**src/rtl/cas_lock_seq_unit.sv**
```systemverilog
// Clocked CAS-Lock wrapper: serial key load with a commit FSM and dual AND/OR cascade chains.
// The corruption bit is XORed onto the protected bus through one registered stage.
module cas_lock_seq_unit #(
  parameter int unsigned    N        = 32,
  parameter int unsigned    OUT_W    = 1,
  parameter logic [N-1:0]   CFG      = '0,
  parameter logic [N-1:0]   POL_A    = '0,
  parameter logic [N-1:0]   POL_B    = '0,
  parameter bit             FLIP_ALL = 1'b1,
  parameter int unsigned    OUT_SEL  = 0
) (
  input  logic             clk,
  input  logic             rst_n,
  input  logic             key_sin,
  input  logic             key_shift,
  input  logic             key_commit,
  input  logic             key_clear,
  input  logic [N-1:0]     x_in,
  input  logic [OUT_W-1:0] f_in,
  input  logic             in_valid,
  output logic [OUT_W-1:0] f_out,
  output logic             out_valid,
  output logic [1:0]       key_state,
  output logic             load_err
);

  localparam int unsigned CW = $clog2(2 * N + 2);
  localparam logic [CW-1:0] CntFull = CW'(2 * N);
  localparam logic [CW-1:0] CntMax  = CW'(2 * N + 1);

  typedef enum logic [1:0] {
    StLocked  = 2'd0,
    StLoading = 2'd1,
    StArmed   = 2'd2,
    StError   = 2'd3
  } state_e;

  state_e           r_state;
  logic [2*N-1:0]   r_key_sr;
  logic [CW-1:0]    r_cnt;
  logic             r_load_err;
  logic [OUT_W-1:0] r_f_out;
  logic             r_out_valid;

  logic [N-1:0]     w_ka, w_kb, w_a, w_b, w_ca, w_cb;
  logic             w_casop, w_flip;
  logic [OUT_W-1:0] w_mask;
  logic [CW-1:0]    w_cnt_inc;

  assign w_ka      = r_key_sr[N-1:0];
  assign w_kb      = r_key_sr[2*N-1:N];
  assign w_cnt_inc = (r_cnt == CntMax) ? r_cnt : r_cnt + 1'b1;

  always_comb begin
    w_a  = x_in ^ w_ka ^ POL_A;
    w_b  = x_in ^ w_kb ^ POL_B;
    w_ca = '0;
    w_cb = '0;
    w_ca[0] = w_a[0];
    w_cb[0] = w_b[0];
    for (int i = 1; i < N; i++) begin
      w_ca[i] = CFG[i] ? (w_a[i] | w_ca[i-1]) : (w_a[i] & w_ca[i-1]);
      w_cb[i] = CFG[i] ? (w_b[i] | w_cb[i-1]) : (w_b[i] & w_cb[i-1]);
    end
    w_casop = w_ca[N-1] & ~w_cb[N-1];
  end

  always_comb begin
    w_flip = (r_state == StArmed) ? w_casop : 1'b1;
    w_mask = '0;
    if (FLIP_ALL) begin
      w_mask = {OUT_W{w_flip}};
    end else begin
      w_mask[OUT_SEL] = w_flip;
    end
  end

  // Key-management FSM; clear has priority over every other request.
  always_ff @(posedge clk or negedge rst_n) begin
    if (!rst_n) begin
      r_state    <= StLocked;
      r_key_sr   <= '0;
      r_cnt      <= '0;
      r_load_err <= 1'b0;
    end else if (key_clear) begin
      r_state    <= StLocked;
      r_key_sr   <= '0;
      r_cnt      <= '0;
      r_load_err <= 1'b0;
    end else begin
      unique case (r_state)
        StLocked: begin
          if (key_commit) begin
            r_state    <= StError;
            r_load_err <= 1'b1;
          end else if (key_shift) begin
            r_key_sr <= {r_key_sr[2*N-2:0], key_sin};
            r_cnt    <= CW'(1);
            r_state  <= StLoading;
          end
        end
        StLoading: begin
          if (key_shift) begin
            r_key_sr <= {r_key_sr[2*N-2:0], key_sin};
            r_cnt    <= w_cnt_inc;
            if (key_commit || (w_cnt_inc == CntMax)) begin
              r_state    <= StError;
              r_load_err <= 1'b1;
            end
          end else if (key_commit) begin
            if (r_cnt == CntFull) begin
              r_state <= StArmed;
            end else begin
              r_state    <= StError;
              r_load_err <= 1'b1;
            end
          end
        end
        StArmed: ;
        StError: ;
        default: begin
          r_state    <= StError;
          r_load_err <= 1'b1;
        end
      endcase
    end
  end

  always_ff @(posedge clk or negedge rst_n) begin
    if (!rst_n) begin
      r_f_out     <= '0;
      r_out_valid <= 1'b0;
    end else begin
      r_out_valid <= in_valid;
      if (in_valid) begin
        r_f_out <= f_in ^ w_mask;
      end
    end
  end

  assign f_out     = r_f_out;
  assign out_valid = r_out_valid;
  assign key_state = r_state;
  assign load_err  = r_load_err;

endmodule

```
**config.mk**
```make
export PLATFORM = sky130hd
export DESIGN_NAME = cas_lock_seq_unit
export DESIGN_NICKNAME = d
export VERILOG_FILES = /design/src/rtl/cas_lock_seq_unit.sv
export SDC_FILE = /design/constraint.sdc
export NUM_CORES = 1
export LEC_CHECK = 0
export CAP_MARGIN = 20
export CORE_ASPECT_RATIO = 2
export CORE_UTILIZATION = 45
export DETAILED_ROUTE_END_ITERATION = 10
export DONT_BUFFER_PORTS = 1
export SLEW_MARGIN = 20
export SYNTH_ARGS = -nofsm -noshare
export SYNTH_HDL_FRONTEND = slang
export SYNTH_SLANG_ARGS = --single-unit
```
**constraint.sdc**
```tcl
create_clock -name clk -period 2.2 [get_ports clk]
set_input_delay 0.33 -clock clk [delete_from_list [all_inputs] [get_ports clk]]
set_output_delay 0.33 -clock clk [all_outputs]
set_load 0.05 [all_outputs]
```
==> results.rst <==
.. list-table::
   :header-rows: 1

   * - Metric
     - Value
   * - Outcome
     - complete, no violations
   * - Switching Share
     - 0.241
   * - Post-synthesis instance total
     - 454
   * - Starting utilization of the core area
     - 0.459
   * - Min Clock Period, post-route
     - 2.09 ns
   * - Number of different library cells in the post-synthesis netlist
     - 30
   * - CTS Root Buffer Type
     - sky130_fd_sc_hd__clkbuf_16
   * - Category of the most critical setup path
     - reg2reg
   * - Clock-pin transition on the worst setup and hold timing paths
     - 0.06 ns
   * - Startpoint type of the worst setup path
     - register
   * - Worst voltage drop across the vdd grid
     - approximately 0.00035 V
   * - Delay contributed by the slowest stage of the critical path
     - between 0.4 and 0.5 ns
   * - Arrival time at the worst endpoint
     - 2.31 ns
   * - # Post-CTS Setup Buffers
     - 0
   * - Final count of negative-setup-slack endpoints
     - 0
   * - PwrDens
     - 734 nW/um^2
   * - Initial DRC Count
     - 237
   * - Cells traversed along the worst timing path
     - xnor2_1 -> nor4_1 -> nand4_1 -> a211oi_1 -> mux2i_1 -> a211o_1
   * - Final Net Count
     - 504
   * - Area Growth Syn to Fin
     - 14.6%
   * - Worst setup timing slack at the placement stage
     - 0.0611 ns
   * - Overall die area
     - approximately 9000 sq um
   * - GR Util All Layers
     - 0.255
   * - Data required time of the worst path
     - between 2 and 2.5 ns
   * - Mean area per synthesized cell
     - 8.69 sq um
   * - Total half-perimeter wirelength after legalization and detailed placement
     - 8100 microns
   * - Sequential share of power
     - 0.438
   * - DRT Wirelength
     - 10600 microns
   * - Routed length on met3
     - a little under 700 microns
   * - Beginning of the worst hold path
     - in_valid
   * - Global-route wire length before repair
     - about 16000 microns
   * - Antenna cell count
     - 0
   * - Measured slew at the worst slew-check pin
     - 0.517 ns
   * - Biggest fanout along the worst timing path
     - 3
   * - Worst r2r dst
     - f_out
   * - Final Max Slew Viols
     - 0
   * - Worst path slowest cell
     - sky130_fd_sc_hd__nor4_1
   * - Worst skew pair latency
     - 0.34 ns
   * - FF-to-FF setup slack
     - between 0.1 and 0.15 ns
   * - Fraction of power consumed by combinational cells
     - 0.086
   * - Pin count of the biggest net entering global routing
     - 77
   * - Routability-driven placement congestion ratio
     - about 0.90
   * - Leak Pwr
     - 1.91 nW
   * - Setup Total Neg Slack
     - 0 ns
   * - Total I/O pin count
     - 45
   * - TritonCTS Sinks
     - 76
   * - Maximum buffer depth of the clock tree
     - 2
   * - Ratio of routed vias to standard cells
     - 5.54
   * - Synth Flop Type
     - sky130_fd_sc_hd__dfrtp_1
   * - Internal power
     - 2.52 mW
   * - Number of buffers created by CTS
     - 9
   * - Count of input and output buffers
     - 0
   * - Vertical extent of the die
     - 134 microns
   * - Most frequent standard cell in the layout excluding fill and tap cells
     - sky130_fd_sc_hd__nand2_1
   * - Placeable Area
     - 8590 sq um
   * - Placement Rows
     - 48
   * - Antenna Violating Nets Remaining
     - 0
   * - Type of the most critical hold path
     - in2reg
   * - Max-slew headroom
     - 0.652
   * - Met1 WL
     - 3780 microns
   * - Wire length per cell after detailed routing
     - 18.8 microns
   * - Reg2reg start
     - r_key_sr[20]
   * - Top library cells by usage in the layout, fill and taps aside
     - sky130_fd_sc_hd__nand2_1 (136), sky130_fd_sc_hd__dfrtp_1 (76), sky130_fd_sc_hd__o21ai_0 (73)
   * - R2R depth
     - 6
   * - Drt drc
     - 0
   * - Number of vias in the routed layout
     - 3135
   * - Relative contribution of the clock network to total power
     - 0.475
   * - Sequential-to-total area share from yosys stat
     - 0.482
   * - Post-route setup slack
     - 0.111 ns
   * - Clock tree from TritonCTS
     - built
   * - Initial antenna violation count
     - 0
   * - Min-Delay Endpoint
     - out_valid
   * - Max-cap viol count
     - 0
   * - Routed length on met2
     - 5650 microns
   * - Highest metal layer with signal wires
     - met4
   * - Synth warn
     - 0
   * - Netlist area before placement
     - 3950 sq um
   * - Register bit total from synthesis
     - 76
   * - Part of the cycle the worst path needs
     - 0.949
   * - Max Fclk
     - between 400 and 500 MHz
   * - Skew final
     - 0.00639 ns
   * - Number of detailed-route iterations in the first pass
     - 4
   * - H-tree Lvls
     - 3
   * - Nets in the synthesized netlist
     - 497
   * - Global-route congestion overflow total
     - 0
   * - Horizontal die dimension
     - 68.2 microns
   * - Final number of hold-violating endpoints
     - 0
   * - RSZ-0062 raised after global routing
     - false
   * - Proportion of layout cells with a drive suffix above 1
     - 0.0773
   * - P_sw
     - 799 uW
   * - Fill count
     - 789
   * - Number of global-route vias before repair
     - 3146
   * - Share of flip-flops with an asynchronous set or reset
     - 1.00
   * - Nature of the critical path endpoint
     - register
   * - Cell depth of the worst min-delay path
     - 0
   * - Number of enable-type register cells in the synthesized netlist
     - 0
[worst max path at each step]
stage	start	endpoint	slack, ns	depth (start not counted)
6_report	r_key_sr[20]	f_out	0.11	6
5_1_grt	r_key_sr[20]	f_out	0.07	6
4_1_cts	r_key_sr[20]	f_out	0.09	6
3_5_place_dp	r_key_sr[20]	f_out	0.06	6
3_3_place_gp	r_key_sr[20]	f_out	0.03	6
2_1_floorplan	key_state[0]	r_cnt[6]	0.39	7
[power groups by stage]
stage	clock network, mW	logic [mW]	registers, mW
2_1_floorplan	0	0.165	1.49
3_5_place_dp	0	0.252	1.48
6_report	1.58	0.287	1.45
3_3_place_gp	0	0.251	1.48
4_1_cts	1.61	0.290	1.45
5_1_grt	1.66	0.317	1.46
[metrics by stage]
stage	cells	power, mW	utilization	hold slack [ns]	area [sq um]
detailed placement	548	1.73	0.485	0.0359	4170
finish	566	3.32	0.526	0.0187	4520
floorplan	454	1.65	-	0.0344	3950
global placement	548	1.73	0.485	0.0359	4170
CTS	566	3.35	0.526	0.00517	4520
global route	566	3.43	0.526	0.00713	4520
[cell families after synthesis]
logic type                 count (synthesis)  share of synthesized area
DFF                                       76                      0.482
adders and majority gates                  3                    0.00952
xor gates and xnor gates                  65                      0.144
muxes                                      1                    0.00254
AOI/OAI and AO/OA                         91                      0.126
buffers and inverters                     27                     0.0276
and+or+nand+nor                          191                      0.208
[final cells by class]
class | count | area [sq um] | area share
clock buffers | 10 | 229 | 0.0507
clock inverters | 6 | 88.8 | 0.0197
inverters | 5 | 18.8 | 0.00415
multi-input cells | 351 | 1950 | 0.431
flip-flops and latches | 76 | 1900 | 0.421
well taps | 100 | 125 | 0.0277
repair buffers | 18 | 208 | 0.0459
[synthesized netlist by cell type, types with 3 or more instances]
cell | n | area, sq um
sky130_fd_sc_hd__nand4_1 | 11 | 68.8
sky130_fd_sc_hd__nor4_1 | 9 | 56.3
sky130_fd_sc_hd__clkbuf_1 | 15 | 56.3
sky130_fd_sc_hd__xor2_1 | 32 | 280
sky130_fd_sc_hd__nor3_1 | 4 | 20.0
sky130_fd_sc_hd__ha_1 | 3 | 37.5
sky130_fd_sc_hd__nor2_1 | 12 | 45.0
sky130_fd_sc_hd__a21oi_1 | 4 | 20.0
sky130_fd_sc_hd__a31oi_1 | 3 | 18.8
sky130_fd_sc_hd__nor2b_1 | 4 | 25.0
sky130_fd_sc_hd__xnor2_1 | 33 | 289
sky130_fd_sc_hd__a211o_1 | 3 | 26.3
sky130_fd_sc_hd__buf_2 | 6 | 30.0
sky130_fd_sc_hd__nand2_1 | 136 | 510
sky130_fd_sc_hd__o31ai_1 | 3 | 22.5
sky130_fd_sc_hd__dfrtp_1 | 76 | 1900
sky130_fd_sc_hd__inv_1 | 5 | 18.8
sky130_fd_sc_hd__o21ai_0 | 73 | 365
sky130_fd_sc_hd__nand3_1 | 8 | 40.0
[layer usage]
metal | up-vias | global-route usage
li1 | 1539 | -
met1 | 1475 | 0.264
met2 | 90 | 0.438
met3 | 31 | 0.0638
met4 | 0 | 0.155
met5 | - | 0
[worst max-delay path, delay by kind of cell, from the launching register on]
| kind | cells | cell delay [ns] |
|---|---|---|
| compound gates | 2 | 0.60 |
| xor+xnor | 1 | 0.16 |
| flops | 1 | 0.44 |
| mux | 1 | 0.12 |
| simple gates | 2 | 0.65 |
[state kept, by name (all words and copies together), names as in the netlist]
name,flops
f_out,1
load_err,1
out_valid,1
r_key_sr,64
key_state,2
r_cnt,7
[repair_timing]
action | 4_1_cts | 5_1_grt
resized for setup | 0 | 0
hold buffers | 2 | 0
endpoints found under the hold margin | 76 | 0
(Power assumes the default switching activity.)
